**config.mk**
```make
export PLATFORM = sky130hd
export DESIGN_NAME = cla_16x16_flat
export DESIGN_NICKNAME = d
export VERILOG_FILES = /design/src/rtl/cla_16x16_if.sv /design/src/rtl/cla_16x16.sv /design/src/flat_wrapper.sv
export SDC_FILE = /design/constraint.sdc
export NUM_CORES = 1
export LEC_CHECK = 0
export CAP_MARGIN = 40
export CELL_PAD_IN_SITES_DETAIL_PLACEMENT = 1
export CELL_PAD_IN_SITES_GLOBAL_PLACEMENT = 1
export CORE_MARGIN = 5
export CORE_UTILIZATION = 42
export DETAILED_ROUTE_END_ITERATION = 8
export DONT_BUFFER_PORTS = 1
export GPL_TIMING_DRIVEN = 0
export PLACE_DENSITY_LB_ADDON = 0.1
export SYNTH_ARGS = -nofsm -noshare
export SYNTH_HDL_FRONTEND = slang
export SYNTH_HIERARCHICAL = 1
export SYNTH_SLANG_ARGS = --single-unit
```
**constraint.sdc**
```tcl
create_clock -name clk -period 0.8 [get_ports clk]
set_clock_uncertainty 0.2 [all_clocks]
set_input_delay 0.16 -clock clk [delete_from_list [all_inputs] [get_ports clk]]
set_output_delay 0.16 -clock clk [all_outputs]
set_load 0.05 [all_outputs]
```
**src/rtl/cla_16x16_if.sv**
```systemverilog
// Operand/result bundle for the 16-bit carry-lookahead adder.
// There is no handshake on this bus: a, b and cin are sampled on every
// rising clock edge and sum always holds the result of the previous edge.
interface cla_16x16_if;
  logic [15:0] a;
  logic [15:0] b;
  logic        cin;
  logic [16:0] sum;

  // Drives the operands and observes the registered sum.
  modport master (
    output a,
    output b,
    output cin,
    input  sum
  );

  // The adder itself: consumes operands and produces the sum.
  modport slave (
    input  a,
    input  b,
    input  cin,
    output sum
  );
endinterface

```
**src/rtl/cla_16x16.sv**
```systemverilog
// 16-bit two-level carry-lookahead adder with one output register stage.
// Four 4-bit lookahead slices export group generate/propagate to a second
// lookahead level, which produces the inter-slice carries C4..C16 directly
// from cin. No ripple chain exists anywhere between the operands and the
// register D input.

// 4-bit carry-lookahead slice. Every carry is a flat sum of products.
module cla_4x4 (
  input  logic [3:0] a,
  input  logic [3:0] b,
  input  logic       ci,
  output logic [3:0] s,
  output logic       co,
  output logic       gg,
  output logic       gp
);
  logic [3:0] g;
  logic [3:0] p;
  logic [4:0] c;

  // Per-bit generate/propagate, lookahead carries, sum bits, group G/P.
  always_comb begin
    g = a & b;
    p = a ^ b;
    c[0] = ci;
    c[1] = g[0] | (p[0] & ci);
    c[2] = g[1] | (p[1] & g[0]) | (p[1] & p[0] & ci);
    c[3] = g[2] | (p[2] & g[1]) | (p[2] & p[1] & g[0])
         | (p[2] & p[1] & p[0] & ci);
    gg   = g[3] | (p[3] & g[2]) | (p[3] & p[2] & g[1])
         | (p[3] & p[2] & p[1] & g[0]);
    gp   = p[3] & p[2] & p[1] & p[0];
    c[4] = gg | (gp & ci);
    s    = p ^ c[3:0];
    co   = c[4];
  end
endmodule

// Top level: four slices, second-level lookahead, output register.
module cla_16x16 (
  input  logic         clk,
  input  logic         rst_n,
  cla_16x16_if.slave   bus
);
  logic [3:0]  grp_g;
  logic [3:0]  grp_p;
  logic [4:0]  grp_c;
  logic [15:0] s_comb;
  logic [16:0] sum_q;
  // Slice carry-outs duplicate the second-level carries; kept only for
  // debug visibility, the second level is the authoritative source.
  logic [3:0]  unused_co;

  // Second-level lookahead: group carries from slice G/P and cin.
  always_comb begin
    grp_c[0] = bus.cin;
    grp_c[1] = grp_g[0] | (grp_p[0] & bus.cin);
    grp_c[2] = grp_g[1] | (grp_p[1] & grp_g[0])
             | (grp_p[1] & grp_p[0] & bus.cin);
    grp_c[3] = grp_g[2] | (grp_p[2] & grp_g[1])
             | (grp_p[2] & grp_p[1] & grp_g[0])
             | (grp_p[2] & grp_p[1] & grp_p[0] & bus.cin);
    grp_c[4] = grp_g[3] | (grp_p[3] & grp_g[2])
             | (grp_p[3] & grp_p[2] & grp_g[1])
             | (grp_p[3] & grp_p[2] & grp_p[1] & grp_g[0])
             | (grp_p[3] & grp_p[2] & grp_p[1] & grp_p[0] & bus.cin);
  end

  for (genvar k = 0; k < 4; k++) begin : g_slice
    cla_4x4 u_slice (
      .a  (bus.a[4*k +: 4]),
      .b  (bus.b[4*k +: 4]),
      .ci (grp_c[k]),
      .s  (s_comb[4*k +: 4]),
      .co (unused_co[k]),
      .gg (grp_g[k]),
      .gp (grp_p[k])
    );
  end

  // Output register: cleared asynchronously, otherwise captures the sum.
  always_ff @(posedge clk or negedge rst_n) begin
    if (!rst_n) begin
      sum_q <= 17'h0;
    end else begin
      sum_q <= {grp_c[4], s_comb};
    end
  end

  assign bus.sum = sum_q;
endmodule

```
**src/flat_wrapper.sv**
```systemverilog
// flat-port wrapper written by rule: the top's interface ports become plain ports
module cla_16x16_flat 
  (clk, rst_n, bus_a, bus_b, bus_cin, bus_sum);
  cla_16x16_if bus_i ();
  input  logic clk;
  input  logic rst_n;
  input wire logic [$bits(bus_i.a)-1:0] bus_a;
  input wire logic [$bits(bus_i.b)-1:0] bus_b;
  input wire logic [$bits(bus_i.cin)-1:0] bus_cin;
  output wire logic [$bits(bus_i.sum)-1:0] bus_sum;
  assign bus_i.a = bus_a;
  assign bus_i.b = bus_b;
  assign bus_i.cin = bus_cin;
  assign bus_sum = bus_i.sum;
  cla_16x16 u_core (.clk(clk), .rst_n(rst_n), .bus(bus_i));
endmodule
```
Word level (Yosys, flattened, before mapping)
Index checks and enable logic that the tools add are counted.
- flip-flop bits (word level): 17
- bits of input ports: 35
- logic and storage cells: 135
- bitwise operators: 134
- operators with widths (cell ; number):
    $and 1x1->1 ; 76
    $or 1x1->1 ; 46
    $xor 4x4->4 ; 8
    $and 4x4->4 ; 4

Longest topological paths before layout
- word-level depth: 12
- mapped depth: 10
- mapped depth without buffers: 10

By module
The synthesis kept the hierarchy.
- by module, submodules not included (module ; instances ; cells an instance ; area an instance (um^2) ; sequential area each (um^2)):
    cla_16x16 ; 1 ; 22 ; 464.2 ; 425.4
    cla_4x4 at u_core.g_slice[2].u_slice ... ; 2 ; 18 ; 167.7 ; 0.0
    cla_4x4 at u_core.g_slice[1].u_slice ; 1 ; 22 ; 193.9 ; 0.0
    cla_4x4 at u_core.g_slice[0].u_slice ; 1 ; 22 ; 186.4 ; 0.0

Least setup slack after synthesis
Ideal clock, no wire load.
- kind: in2reg
- start point: input port bus_a[1]
- end point: register u_core.sum_q[13], in the netlist u_core/bus.sum[13]
- data arrival time: 2.047 ns
- required time: 0.475 ns
- slack: -1.572 ns
- stages: 9
- path buffers: 0
- cells stage by stage: ha_1 -> a21oi_2 -> o21bai_1 -> a21o_1 -> a21o_1 -> a21o_1 -> a21o_1 -> fa_1 -> xor2_1
- longest elaborated chain between the ends: 10
- elaborated cells between the ends (all ways): 16
- RTL lines (what ; line ; RTL):
    from (decl) ; flat_wrapper.sv:7 ; input wire logic [$bits(bus_i.a)-1:0] bus_a;
    $and 4x4->4 / $xor 4x4->4 (equally long branches) ; cla_16x16.sv:23, cla_16x16.sv:24 ;
    $and 1x1->1, on equally long branches ; cla_16x16.sv:30, cla_16x16.sv:31 ;
    $or 1x1->1 / $and 1x1->1 (equally long branches) ; cla_16x16.sv:30, cla_16x16.sv:31 ;
    $or 1x1->1 * ; cla_16x16.sv:31 ; | (p[3] & p[2] & p[1] & g[0]);
    via u_core.grp_g[0] ; cla_16x16.sv:45 ; logic [3:0] grp_g;
    $and 1x1->1 * ; cla_16x16.sv:61 ; | (grp_p[2] & grp_p[1] & grp_g[0])
    $or 1x1->1 * ; cla_16x16.sv:61 ;
    $or 1x1->1 * ; cla_16x16.sv:62 ; | (grp_p[2] & grp_p[1] & grp_p[0] & bus.cin);
    via u_core.grp_c[3] ; cla_16x16.sv:47 ; logic [4:0] grp_c;
    $and 1x1->1 * ; cla_16x16.sv:26 ; c[1] = g[0] | (p[0] & ci);
    $or 1x1->1 * ; cla_16x16.sv:26 ;
    $xor 4x4->4 * ; cla_16x16.sv:34 ; s = p ^ c[3:0];
    via u_core.s_comb[13] ; cla_16x16.sv:48 ; logic [15:0] s_comb;
    to (signal assigned) ; cla_16x16.sv:86 ; sum_q <= {grp_c[4], s_comb};
    to (decl) ; cla_16x16.sv:49 ; logic [16:0] sum_q;
The timed path passes the listed nets; every way through them passes the cells marked *.

Final worst setup path
Same ends and word-level chain as after synthesis.

==> flow_summary.toml <==
[worst_setup_path]
crit_type = "in2reg"
worstPathRequired_ns = 0.77
cp_max_fo = 3
startpoint_type = "primary input"
end_kind = "flop"
arrival_ns = 1.88

[die]
rows = 19
fp.coreArea_um2 = 2690
die_w_um = 62.3
dieArea_um2 = 3880
start_util_pct = 42.8
die_y_um = 62.3
io_pins = 52

[synth]
synth_fp_nets = 153
postSynthCellCount = 98
avgSynthCellArea_um2 = 11.7
syn_area_um2 = 1150
yosys_warnings = 6

[final_layout]
area_delta_synth_final_pct = 20.8
final_util_pct = 51.7
diodes = 0
drive_above_1_share_pct = 50.0
finalNetCount = 166
multi_input_area_um2 = 757
final_common_cell = "dfrtp_2"
postLayoutCellArea_um2 = 1390
stdcell_count = 141
largest_register_ffs = 17
regArea_um2 = 445
num-fill-cells = 280
final_cell_mix = "16 x dfrtp_2, 12 x a21o_1, 12 x ha_1"

[detailed_routing]
wirelength_um = 2600
via_count = 783
ant_nets = 0
firstDrtPassIters = 4
route.detailed.drc = 0
vias_per_cell = 5.55
wl_per_cell_um = 18.5
drt_iter0_drc = 16

[global_route]
grtUsageTotal_pct = 13.5
grt_pass1_wl_um = 4220
antenna_found_initial = 0
grt_max_degree = 18
grt_overflow_total = 0
grt_pass1_vias = 891

[place]
place.gp.congestion = 0.689
dpl.cell_count = 129
dp_hpwl_um = 2110
dpl_cell_area_um2 = 1260
port_buffers = 0

[power]
leakage_nw = 0.649
ir_drop_v = 0.00111
p_int_mw = 1.62
swShare_pct = 45.1
power_frac_comb_pct = 24.2
p_per_area_nw_per_um2 = 2130
pwr-share-clk_pct = 15.0
switching_power_mw = 1.34
seqPwrFrac_pct = 60.8

[clock_network]
clockBufferDepth = 2
htree_levels = 1
numCtsBuffers = 3
cts_tree = "done"
hold_buffers = 1
numClockSinks = 17
cts_root_buffer = "clkbuf_4"
path_clk_slew_ns = 0.09

[sta]
fmax_ghz = 0.524
hold_violations = 32
setup_viol = 32
rsz0062_at_grt = "yes"
slew_violations = 0
worstMarginPinSlew_ns = 0.718
slew_headroom_pct = 52.1
hold_ws_ns = -0.293
finalCritPeriodShare_pct = 239
timing.final.ws_setup_ns = -1.11
period_minus_slack_ns = 1.91

[flow_run]
cap_violations = 0

[outcome]
status = "complete, but fails checks"
violations = "hold timing, setup timing"

[min_path]
hp-class = "in2async"
## metrics by stage
step | power [mW] | worst slack (ns) | setup TNS [ns]
global placement | 2.39 | -1.51 | -18.25
detailed placement | 2.43 | -1.55 | -18.77
global route | 3.15 | -1.15 | -20.42
finish | 2.96 | -1.11 | -19.18
floorplan | 2.28 | -1.35 | -16.26
CTS | 2.97 | -1.11 | -24.23
## final timing paths
path	start	to	slack, ns	cells after the start
min in group clk	bus_b[8]	u_core/bus.sum[8]	-0.12	1
setup / recovery	bus_a[1]	u_core/bus.sum[13]	-1.11	9
hold / removal	rst_n	u_core/bus.sum[2]	-0.29	1
max in group asynchronous	rst_n	u_core/bus.sum[11]	0.19	1
## worst max-delay path: stages
cell and delay, ns:
ha_4 0.23, a21oi_4 0.13, o21bai_1 0.07, a21o_1 0.18, a21o_1 0.17, a21o_1 0.19
a21o_1 0.22, fa_2 0.37, xor2_1 0.15
## what timing repair did
action / CTS / global route
endpoints found under the setup margin: 32 / 49
cloned: 0 / 0
hold endpoints to repair: 33 / 32
pin swaps: 10 / 14
buffers inserted: 4 / 3
gates resized for setup: 7 / 6
## cell type report
type	instances	share of cell area [%]
sequential	17	32.1
multi-input combinational	70	54.5
tap	31	2.79
timing repair buffer	8	5.23
inverter	11	3.51
clock buffer	4	1.89
## power by group through the flow
stage	sequential (mW)	clock [mW]	combinational (mW)
after CTS	1.81	0.476	0.688
final	1.80	0.444	0.717
after global routing	1.82	0.521	0.809
after floorplan	1.79	0	0.487
after detailed placement	1.83	0	0.602
after global placement	1.82	0	0.570
## metal layers
metal / vias to the layer above / wire, um / global-route usage [%]
met4: 0 / 20 / 4.77
met3: 2 / 149 / 2.52
met5: - / 0 / 0
met2: 31 / 1420 / 24.2
li1: 374 / - / -
met1: 376 / 1010 / 15.8
Note: power is estimated with default switching activity, not from simulation.
==> RTL change, RTL diff (same flow settings) <==
Reset style: synchronous (`rst_n`), changed in one clocked block. Comments in the files are not updated.
--- a/src/rtl/cla_16x16.sv
+++ b/src/rtl/cla_16x16.sv
@@ -79,7 +79,7 @@
   end
 
   // Output register: cleared asynchronously, otherwise captures the sum.
-  always_ff @(posedge clk or negedge rst_n) begin
+  always_ff @(posedge clk) begin
     if (!rst_n) begin
       sum_q <= 17'h0;
     end else begin
Behaviour: differs if rst_n is asserted again (counterexample within 4 cycles, from zero or initial values and one cycle with rst_n low); with rst_n held inactive, the same outputs for 10 cycles.
==> RTL change against the unedited design <==
The run still ends with hold timing, setup timing left; combinational power up 5.4%; routed wire length down 0.73%; power down 11%; worst setup slack worse by 0.11 ns; final area up 4.1%; sequential cell count unchanged; critical path depth up 1; synthesized area up 2.2%; critical path type unchanged.
==> RTL change: results (changes against the unedited design) <==
- Status: finished, violations left
- Failing checks: hold timing, setup timing
- HP Start: rst_n
- Via count: 869 (+11%)
- Dpl cell area: 1325 sq um (+5.5%)
- CTS max path bufs: 2 (unchanged)
- Vias in the first global route: 930 (+4.4%)
- I/O Buffers: 0 (unchanged)
- Worst-path clk slew: 0.09 ns (about the same)
- Synth warn: 6 (unchanged)
- Share of cells above drive strength 1: 44.88% (-5.1 points)
- Filler Cells Inserted: 302 (+7.9%)
- Min-Delay Path Depth: 1
- # setup viols final: 34 (+6.3%)
- P_leak: 0.6549 nW (+0.85%)
- Number of diodes: 0 (unchanged)
- CP arrival: 2.00 ns (+0.12 ns)
- Final setup TNS: -19.40 ns (-0.2212 ns)
- Initial antenna violation count: 0 (unchanged)
- Setup ws final: -1.224 ns (-0.1144 ns)
- VDD IR max: 1.129 mV (+1.6%)
- Hold Violations, Final: 8 (-75%)
- First-pass GRT wire length: 4312 um (+2.3%)
- Max_slew headroom: 75.92% (+24 points)
- DP HPWL: 2142 um (+1.3%)
- CTS H-tree lvls: 1 (unchanged)
- Largest net degree at the start of global routing: 11 (-7)
- Critical path launch point: bus_a[1]
- Syn Nets: 172 (+12%)
- Multi-input gate area: 863.3 sq um (+14%)
- WL per Instance: 16.35 um (-11%)
- CTS Buf Count: 3 (unchanged)
- Max FFs per register: 17 (unchanged)
- CTS root buffer: clkbuf_4
- Pre-Repair DR Iteration Count: 4 (unchanged)
- HP Class: in2reg
- GRT Total Usage: 13.34% (-0.16 points)
- Hold WS: -0.2003 ns (+0.09234 ns)
- CP Max Fanout: 3 (unchanged)
- GP Congestion: 0.7158 (+4.0%)
- 1st-iter DRT viols: 37 (+21)
- Nets: 183 (+10%)
==> RTL change: changes by cell type in the layout (fill, tap and decap cells not counted), moves of 2 or more <==
cell and delta:
dfxtp_4 +17, and2_1 +16, dfrtp_2 -16, nand2_1 +2
==> RTL change: power breakdown <==
part	internal (mW)	switching (mW)
combinational	0.405	0.352
sequential	1.00	0.454
clock	0.185	0.244
==> RTL change: metrics by stage <==
stage	hold WS [ns]	instances	setup slack, ns
after detailed placement	0.08707	148	-1.644
after CTS	-0.2140	157	-1.239
after global routing	-0.2246	158	-1.259
final	-0.2003	158	-1.224
after floorplan	0.08095	117	-1.481
after global placement	0.09007	148	-1.623
==> RTL change: layout make-up <==
type	count	share of cell area, %
Multi-Input combinational cell	88	59.69
Sequential cell	17	27.94
Inverter	11	3.893
Timing Repair Buffer	6	3.633
Tap cell	31	2.682
Clock buffer	3	1.557
Clock inverter	1	0.3460
Buffer	1	0.2595
==> RTL change: worst paths after layout <==
check | end | slack [ns]
setup / recovery | u_core/bus.sum[13] | -1.22
hold / removal | u_core/bus.sum[10] | -0.20
==> RTL change: critical path, cell delays in order <==
cell      delay (ns)
ha_4            0.23
a21oi_4         0.14
o21bai_1        0.07
a21o_1          0.18
a21o_1          0.18
a21o_1          0.18
a21o_1          0.21
fa_2            0.35
xor2_1          0.14
and2_1          0.15
==> RTL change: timing repair <==
action | in CTS | in global routing
buffers inserted | 5 | 1
resized for setup | 12 | 3
setup endpoints to repair | 34 | 34
hold endpoints to repair | 8 | 8
pin swaps | 10 | 9
==> RTL change: per-layer routing <==
metal  vias up  track usage (%)  part of all wire, %
li1        428                -                    -
met1       409            15.10                   41
met2        30            24.36                   54
met3         2            3.058                  4.6
met4         0            3.979                 0.58
met5         -                0                    0
